### src/rtl/i2c_slave_regs_if.sv
// Bundle of I2C line levels and register-strobe signals between the target and its host logic.
// The slave modport is the target's view; master is the view of whoever drives the bus.
interface i2c_slave_regs_if;
  logic       i_scl;
  logic       i_sda;
  logic       o_sda;
  logic [7:0] o_reg_addr;
  logic [7:0] o_reg_wdata;
  logic       o_reg_we;
  logic       o_reg_re;
  logic [7:0] i_reg_rdata;
  logic       o_busy;

  modport slave (
    input  i_scl, i_sda, i_reg_rdata,
    output o_sda, o_reg_addr, o_reg_wdata, o_reg_we, o_reg_re, o_busy
  );

  modport master (
    output i_scl, i_sda, i_reg_rdata,
    input  o_sda, o_reg_addr, o_reg_wdata, o_reg_we, o_reg_re, o_busy
  );
endinterface

### src/rtl/i2c_slave_regs.sv
// I2C target exposing a 256 x 8 register space through one-cycle write/read strobes.
// SCL/SDA are synchronized and glitch-filtered; all protocol decisions use the filtered levels.
module i2c_slave_regs #(
  parameter logic [6:0] SLAVE_ADDRESS   = 7'h50,
  parameter int         FILTER_CYCLES   = 3,
  parameter int         SDA_HOLD_CYCLES = 4
) (
  input  logic            i_clk,
  input  logic            i_rst,
  i2c_slave_regs_if.slave bus
);
  localparam int FW = $clog2(FILTER_CYCLES + 1);
  localparam int HW = $clog2(SDA_HOLD_CYCLES + 1);

  localparam logic [3:0] S_IDLE       = 4'd0;
  localparam logic [3:0] S_ADDR       = 4'd1;
  localparam logic [3:0] S_ADDR_ACK   = 4'd2;
  localparam logic [3:0] S_REG        = 4'd3;
  localparam logic [3:0] S_REG_ACK    = 4'd4;
  localparam logic [3:0] S_WDATA      = 4'd5;
  localparam logic [3:0] S_WDATA_ACK  = 4'd6;
  localparam logic [3:0] S_RDATA_LOAD = 4'd7;
  localparam logic [3:0] S_RDATA      = 4'd8;
  localparam logic [3:0] S_RDATA_ACK  = 4'd9;
  localparam logic [3:0] S_IGNORE     = 4'd10;

  logic [1:0] raw_lines;
  logic [1:0] filt_lines;
  assign raw_lines = {bus.i_scl, bus.i_sda};

  // Index 1 is SCL, index 0 is SDA; idle lines are high so everything resets to 1.
  for (genvar gi = 0; gi < 2; gi++) begin : g_filt
    logic          meta_q, sync_q, filt_q;
    logic [FW-1:0] cnt_q;
    always_ff @(posedge i_clk) begin
      if (i_rst) begin
        meta_q <= 1'b1;
        sync_q <= 1'b1;
        filt_q <= 1'b1;
        cnt_q  <= '0;
      end else begin
        meta_q <= raw_lines[gi];
        sync_q <= meta_q;
        if (sync_q == filt_q) begin
          cnt_q <= '0;
        end else if (cnt_q == FW'(FILTER_CYCLES - 1)) begin
          filt_q <= sync_q;
          cnt_q  <= '0;
        end else begin
          cnt_q <= cnt_q + 1'b1;
        end
      end
    end
    assign filt_lines[gi] = filt_q;
  end

  logic          scl_f, sda_f;
  logic          scl_prev_q, sda_prev_q;
  logic [3:0]    state_q, state_d;
  logic [3:0]    bit_cnt_q, bit_cnt_d;
  logic [7:0]    shift_q, shift_d;
  logic [7:0]    reg_addr_q, reg_addr_d;
  logic [7:0]    wdata_q, wdata_d;
  logic          we_q, we_d, re_q, re_d;
  logic          busy_q, busy_d, rw_q, rw_d;
  logic          sda_out_q, sda_out_d;
  logic [HW-1:0] hold_q, hold_d;
  logic          scl_rise, scl_fall, start_det, stop_det, hold_tick;
  logic [7:0]    rx_byte;

  assign scl_f     = filt_lines[1];
  assign sda_f     = filt_lines[0];
  assign scl_rise  = scl_f & ~scl_prev_q;
  assign scl_fall  = ~scl_f & scl_prev_q;
  assign start_det = scl_f & scl_prev_q & sda_prev_q & ~sda_f;
  assign stop_det  = scl_f & scl_prev_q & ~sda_prev_q & sda_f;
  assign hold_tick = (hold_q == HW'(1));
  assign rx_byte   = {shift_q[6:0], sda_f};

  always_comb begin
    state_d    = state_q;
    bit_cnt_d  = bit_cnt_q;
    shift_d    = shift_q;
    reg_addr_d = reg_addr_q;
    wdata_d    = wdata_q;
    we_d       = 1'b0;
    re_d       = 1'b0;
    busy_d     = busy_q;
    rw_d       = rw_q;
    sda_out_d  = sda_out_q;
    hold_d     = (hold_q != '0) ? hold_q - 1'b1 : hold_q;

    if (start_det) begin
      state_d   = S_ADDR;
      bit_cnt_d = '0;
      sda_out_d = 1'b1;
      hold_d    = '0;
    end else if (stop_det) begin
      state_d   = S_IDLE;
      bit_cnt_d = '0;
      sda_out_d = 1'b1;
      busy_d    = 1'b0;
      hold_d    = '0;
    end else begin
      if (scl_fall) hold_d = HW'(SDA_HOLD_CYCLES);

      // Output changes only at the hold point after an SCL fall.
      if (hold_tick) begin
        sda_out_d = 1'b1;
        if ((state_q == S_ADDR_ACK || state_q == S_REG_ACK || state_q == S_WDATA_ACK)
            && bit_cnt_q == 4'd0) begin
          sda_out_d = 1'b0;
        end else if (state_q == S_RDATA && bit_cnt_q < 4'd8) begin
          sda_out_d = shift_q[7];
          shift_d   = {shift_q[6:0], 1'b0};
          bit_cnt_d = bit_cnt_q + 1'b1;
        end
      end

      case (state_q)
        S_ADDR, S_REG, S_WDATA: begin
          if (scl_rise) begin
            shift_d   = rx_byte;
            bit_cnt_d = bit_cnt_q + 1'b1;
            if (bit_cnt_q == 4'd7) begin
              bit_cnt_d = '0;
              if (state_q == S_ADDR) begin
                if (rx_byte[7:1] == SLAVE_ADDRESS) begin
                  rw_d    = rx_byte[0];
                  busy_d  = 1'b1;
                  state_d = S_ADDR_ACK;
                end else begin
                  state_d = S_IGNORE;
                end
              end else if (state_q == S_REG) begin
                reg_addr_d = rx_byte;
                state_d    = S_REG_ACK;
              end else begin
                wdata_d = rx_byte;
                we_d    = 1'b1;
                state_d = S_WDATA_ACK;
              end
            end
          end
        end
        S_ADDR_ACK, S_REG_ACK, S_WDATA_ACK: begin
          if (scl_rise) bit_cnt_d = 4'd1;
          if (scl_fall && bit_cnt_q == 4'd1) begin
            bit_cnt_d = '0;
            if (state_q == S_ADDR_ACK) begin
              state_d = rw_q ? S_RDATA_LOAD : S_REG;
              re_d    = rw_q;
            end else begin
              if (state_q == S_WDATA_ACK) reg_addr_d = reg_addr_q + 8'd1;
              state_d = S_WDATA;
            end
          end
        end
        S_RDATA_LOAD: begin
          shift_d   = bus.i_reg_rdata;
          bit_cnt_d = '0;
          state_d   = S_RDATA;
        end
        S_RDATA: begin
          if (scl_fall && bit_cnt_q == 4'd8) begin
            bit_cnt_d = '0;
            state_d   = S_RDATA_ACK;
          end
        end
        S_RDATA_ACK: begin
          if (scl_rise) begin
            if (sda_f) state_d = S_IGNORE;
            else       bit_cnt_d = 4'd1;
          end
          if (scl_fall && bit_cnt_q == 4'd1) begin
            bit_cnt_d  = '0;
            reg_addr_d = reg_addr_q + 8'd1;
            re_d       = 1'b1;
            state_d    = S_RDATA_LOAD;
          end
        end
        default: ;
      endcase
    end
  end

  always_ff @(posedge i_clk) begin
    if (i_rst) begin
      scl_prev_q <= 1'b1;
      sda_prev_q <= 1'b1;
      state_q    <= S_IDLE;
      bit_cnt_q  <= '0;
      shift_q    <= '0;
      reg_addr_q <= '0;
      wdata_q    <= '0;
      we_q       <= 1'b0;
      re_q       <= 1'b0;
      busy_q     <= 1'b0;
      rw_q       <= 1'b0;
      sda_out_q  <= 1'b1;
      hold_q     <= '0;
    end else begin
      scl_prev_q <= scl_f;
      sda_prev_q <= sda_f;
      state_q    <= state_d;
      bit_cnt_q  <= bit_cnt_d;
      shift_q    <= shift_d;
      reg_addr_q <= reg_addr_d;
      wdata_q    <= wdata_d;
      we_q       <= we_d;
      re_q       <= re_d;
      busy_q     <= busy_d;
      rw_q       <= rw_d;
      sda_out_q  <= sda_out_d;
      hold_q     <= hold_d;
    end
  end

  assign bus.o_sda       = sda_out_q;
  assign bus.o_reg_addr  = reg_addr_q;
  assign bus.o_reg_wdata = wdata_q;
  assign bus.o_reg_we    = we_q;
  assign bus.o_reg_re    = re_q;
  assign bus.o_busy      = busy_q;
endmodule

### src/flat_wrapper.sv
// flat-port wrapper written by rule: the top's interface ports become plain ports
module i2c_slave_regs_flat 
#(
  parameter logic [6:0] SLAVE_ADDRESS   = 7'h50,
  parameter int         FILTER_CYCLES   = 3,
  parameter int         SDA_HOLD_CYCLES = 4
)
  (i_clk, i_rst, bus_i_scl, bus_i_sda, bus_i_reg_rdata, bus_o_sda, bus_o_reg_addr, bus_o_reg_wdata, bus_o_reg_we, bus_o_reg_re, bus_o_busy);
  i2c_slave_regs_if bus_i ();
  input  logic i_clk;
  input  logic i_rst;
  input wire logic [$bits(bus_i.i_scl)-1:0] bus_i_scl;
  input wire logic [$bits(bus_i.i_sda)-1:0] bus_i_sda;
  input wire logic [$bits(bus_i.i_reg_rdata)-1:0] bus_i_reg_rdata;
  output wire logic [$bits(bus_i.o_sda)-1:0] bus_o_sda;
  output wire logic [$bits(bus_i.o_reg_addr)-1:0] bus_o_reg_addr;
  output wire logic [$bits(bus_i.o_reg_wdata)-1:0] bus_o_reg_wdata;
  output wire logic [$bits(bus_i.o_reg_we)-1:0] bus_o_reg_we;
  output wire logic [$bits(bus_i.o_reg_re)-1:0] bus_o_reg_re;
  output wire logic [$bits(bus_i.o_busy)-1:0] bus_o_busy;
  assign bus_i.i_scl = bus_i_scl;
  assign bus_i.i_sda = bus_i_sda;
  assign bus_i.i_reg_rdata = bus_i_reg_rdata;
  assign bus_o_sda = bus_i.o_sda;
  assign bus_o_reg_addr = bus_i.o_reg_addr;
  assign bus_o_reg_wdata = bus_i.o_reg_wdata;
  assign bus_o_reg_we = bus_i.o_reg_we;
  assign bus_o_reg_re = bus_i.o_reg_re;
  assign bus_o_busy = bus_i.o_busy;
  i2c_slave_regs #(.SLAVE_ADDRESS(SLAVE_ADDRESS), .FILTER_CYCLES(FILTER_CYCLES), .SDA_HOLD_CYCLES(SDA_HOLD_CYCLES)) u_core (.i_clk(i_clk), .i_rst(i_rst), .bus(bus_i));
endmodule
### config.mk
export PLATFORM = sky130hd
export DESIGN_NAME = i2c_slave_regs_flat
export DESIGN_NICKNAME = d
export VERILOG_FILES = /design/src/rtl/i2c_slave_regs_if.sv /design/src/rtl/i2c_slave_regs.sv /design/src/flat_wrapper.sv
export SDC_FILE = /design/constraint.sdc
export NUM_CORES = 1
export LEC_CHECK = 0
export CAP_MARGIN = 20
export CORE_ASPECT_RATIO = 1.75
export CORE_UTILIZATION = 40
export CTS_CLUSTER_DIAMETER = 100
export DETAILED_ROUTE_END_ITERATION = 7
export PLACE_DENSITY = 0.68
export SYNTH_ARGS = -nofsm -noshare
export SYNTH_HDL_FRONTEND = slang
export SYNTH_SLANG_ARGS = --single-unit
### constraint.sdc
create_clock -name i_clk -period 1.9 [get_ports i_clk]
set_input_delay 0.285 -clock i_clk [delete_from_list [all_inputs] [get_ports i_clk]]
set_output_delay 0.285 -clock i_clk [all_outputs]
set_load 0.01 [all_outputs]
==> flow_summary.ini <==
[place]
pre_cts_ws_ns = -0.09400
dp_hpwl_microns = 6609
portBuffers = 31
place_congestion = 0.9234

[synth]
async_reset_ff_share_pct = 0
ys_types = 68
synth_cells = 352
ys_seq_area_share_pct = 33.82
syn_area_per_cell_sq_um = 8.744
synth_edf_count = 0
synth_ff_type = dfxtp_1
yosysWarnings = 0
syn-cell-area_sq_mm = 0.003078
synth_nets = 374
yosys_register_bits = 52

[worst_setup_path]
cp_max_fo = 4
cp-end-kind = flop
cp_data_arrival_time_ns = 2.27
ff2ff_path_depth = 8
cp.required_ns = 2.13
rr_endpoint = u_core.bus.o_reg_addr[0]$_SDFFE_PP0P_
startpoint_type = flop
path_class = reg2reg
r2r_slack_ns = -0.14
regToRegStartpoint = u_core.bit_cnt_q[1]$_SDFF_PP0_

[layout]
final_util_pct = 59.04
drive_gt1_share_pct = 33.64
layout.nets = 455
diodes = 0
area_growth_pct = 44.15
final_common_cell = buf_4
final_cell_mix = buf_4, dfxtp_1, nor2_1

[drt]
drt-initial-drc-count = 195
drtAntennaViolNets = 0
first_pass_iters = 6
vias = 3073
vias_per_cell = 5.887
avgRoutedWirePerCell_microns = 18.48
drcViolationCount = 0
wl_microns = 9646

[clocking]
cts_buffer_depth = 2
clock_latency_ns = 0.30
cts_tree = yes
htreeDepth = 2
cts_made_buffers = 5
clkSlewWorstSetupHoldPaths_ns = 0.07
cts_root_buf = clkbuf_16
cts.sinks = 52

[global_routing]
antenna_found_initial = 0
gr-total-overflow = 0
grt_first_pass_wirelength_microns = 14610
grt_max_degree = 25
grt_usage_pct = 24.21
grt_pass1_vias = 3012

[timing]
finalSetupViolations = 12
tightest_slew_ns = 0.5278
setup_slack_ns = -0.1377
finalHoldViolations = 0
fin_crit_sh_pct = 107.2
finalClockSkew_ns = 0.006118
tns_ns = -0.6680
grt_setup_unrepaired = yes
fmax_ghz = 0.4908
slew_viol_final = 0
period_needed_ns = 2.038
relSlewSlack_pct = 64.32

[die]
io_pins = 32
fp.dieW_microns = 68.31
die_area_sq_mm = 0.008064
rows = 42
initial_core_util_pct = 40.96
die_h_microns = 118.0
coreArea_sq_mm = 0.007515

[outcome]
status = finished, violations left
violations = setup timing

[hold_path]
hp-class = reg2reg
holdPathStages = 1
min_to = u_core.g_filt[1].cnt_q[0]$_SDFF_PP0_
hold_path.startpoint = u_core.g_filt[1].cnt_q[0]$_SDFF_PP0_

[pwr]
ir_worst_vdd_uv = 643.4
p_leak_nw = 1.741
powerDensity_mw_per_mm2 = 1007
report.power.total_mw = 4.468

[job]
maxCapViolCount = 0
## cells in the mapped netlist (all sizes together), types with 2 or more instances
library cell	n	share of area, %
o221a	2	0.73
xor2	3	0.85
a31oi	5	1.0
xnor2	4	1.1
clkbuf	10	1.2
a21o	2	0.49
nor3	8	1.3
o211a	2	0.65
o211ai	3	0.73
dfxtp	52	34
nand3	8	1.3
or3	4	0.81
o31ai	5	1.2
nor4b	2	1.1
a21oi	20	3.4
a211oi	11	2.7
ha	10	4.1
mux2i	17	5.5
nor2b	6	1.2
nor2	40	5.3
a222oi	7	2.3
a31o	2	0.57
nor3b	6	2.0
nand3b	3	0.73
and2	2	0.41
o21ai	12	2.0
inv	13	1.6
or2	7	1.4
nand2b	3	0.85
buf	15	2.7
mux2	14	5.1
o311ai	6	2.0
a22oi	2	0.49
nand4	5	1.0
nand2	20	2.4
nor4	3	0.61
## logic make-up (layout without fill, tap and decap cells)
group | count (synthesis) | in the layout | share of synthesized area (%)
DFF | 52 | 52 | 33.82
AOI/OAI and AO/OA | 90 | 90 | 21.55
muxes | 31 | 31 | 10.65
xor gates and xnor gates | 7 | 7 | 1.992
adders and majority gates | 10 | 10 | 4.065
buffers and inverters | 38 | 120 | 5.529
and+or+nand+nor | 124 | 124 | 22.40
## worst max path at each step
stage / startpoint / endpoint / slack, ns / cells after the start
final: u_core.bit_cnt_q[1]$_SDFF_PP0_ / u_core.bus.o_reg_addr[0]$_SDFFE_PP0P_ / -0.14 / 8
after global routing: u_core.bit_cnt_q[1]$_SDFF_PP0_ / u_core.bus.o_reg_addr[0]$_SDFFE_PP0P_ / -0.24 / 8
after floorplan: u_core.hold_q[1]$_SDFFE_PP0P_ / u_core.shift_q[5]$_SDFFE_PP0P_ / -0.03 / 8
after CTS: u_core.hold_q[1]$_SDFFE_PP0P_ / u_core.shift_q[5]$_SDFFE_PP0P_ / -0.10 / 9
after detailed placement: u_core.bit_cnt_q[3]$_SDFF_PP0_ / u_core.shift_q[3]$_SDFFE_PP0P_ / -0.09 / 7
after global placement: u_core.hold_q[1]$_SDFFE_PP0P_ / u_core.shift_q[5]$_SDFFE_PP0P_ / -0.05 / 8
## report_power, final
group | switching [mW] | internal, mW | total (mW)
clock | 0.453 | 0.501 | 0.954
sequential | 0.113 | 1.17 | 1.29
combinational | 1.25 | 0.978 | 2.23
total | 1.82 | 2.65 | 4.47
## through the flow
stage | cells | hold WS (ns) | instance area [sq um]
2_1_floorplan | 352 | 0.3888 | 3114
3_3_place_gp | 504 | 0.3933 | 3892
3_5_place_dp | 504 | 0.3987 | 3892
4_1_cts | 517 | 0.4138 | 4124
5_1_grt | 522 | 0.4244 | 4437
6_report | 522 | 0.4075 | 4437
## cell type report
class / instances / area (sq um)
flip-flops and latches: 52 / 1057
clock inverters: 3 / 27.53
fillers: 643 / 3078
multi-input cells: 262 / 2155
repair buffers: 99 / 910.9
well taps: 88 / 110.1
inverters: 13 / 51.30
clock buffers: 5 / 125.1
## worst max-delay path: stages, from the launching register on
cell and delay (ns):
dfxtp_4 0.37, inv_4 0.07, ha_4 0.12, nor3b_2 0.15
buf_4 0.15, a31o_1 0.14, nand4_1 0.20, or4_1 0.56
a31oi_1 0.20
## sequential cells by signal, summed over array words and instances, names as in the netlist, 2 cells and up
signal / count
u_core.g_filt.sync_q: 2
u_core.bus.o_reg_wdata: 8
u_core.state_q: 4
u_core.bus.o_reg_addr: 8
u_core.g_filt.cnt_q: 4
u_core.g_filt.filt_q: 2
u_core.g_filt.meta_q: 2
u_core.hold_q: 3
u_core.bit_cnt_q: 4
u_core.shift_q: 8
## metal layers
metal	GRT usage [%]	share of wire, %	vias to the layer above
met5	0	0	-
met4	15.36	6.3	0
met3	3.295	3.6	37
met1	27.15	37	1473
li1	-	-	1462
met2	40.63	53	101
## timing repair
action	in CTS	in global routing
resized for setup	16	52
hold buffers	0	0
setup endpoints to repair	23	28
setup buffers	6	5
gates cloned	0	1
pin swaps	6	21
hold endpoints to repair	0	0
(Power assumes the default switching activity.)
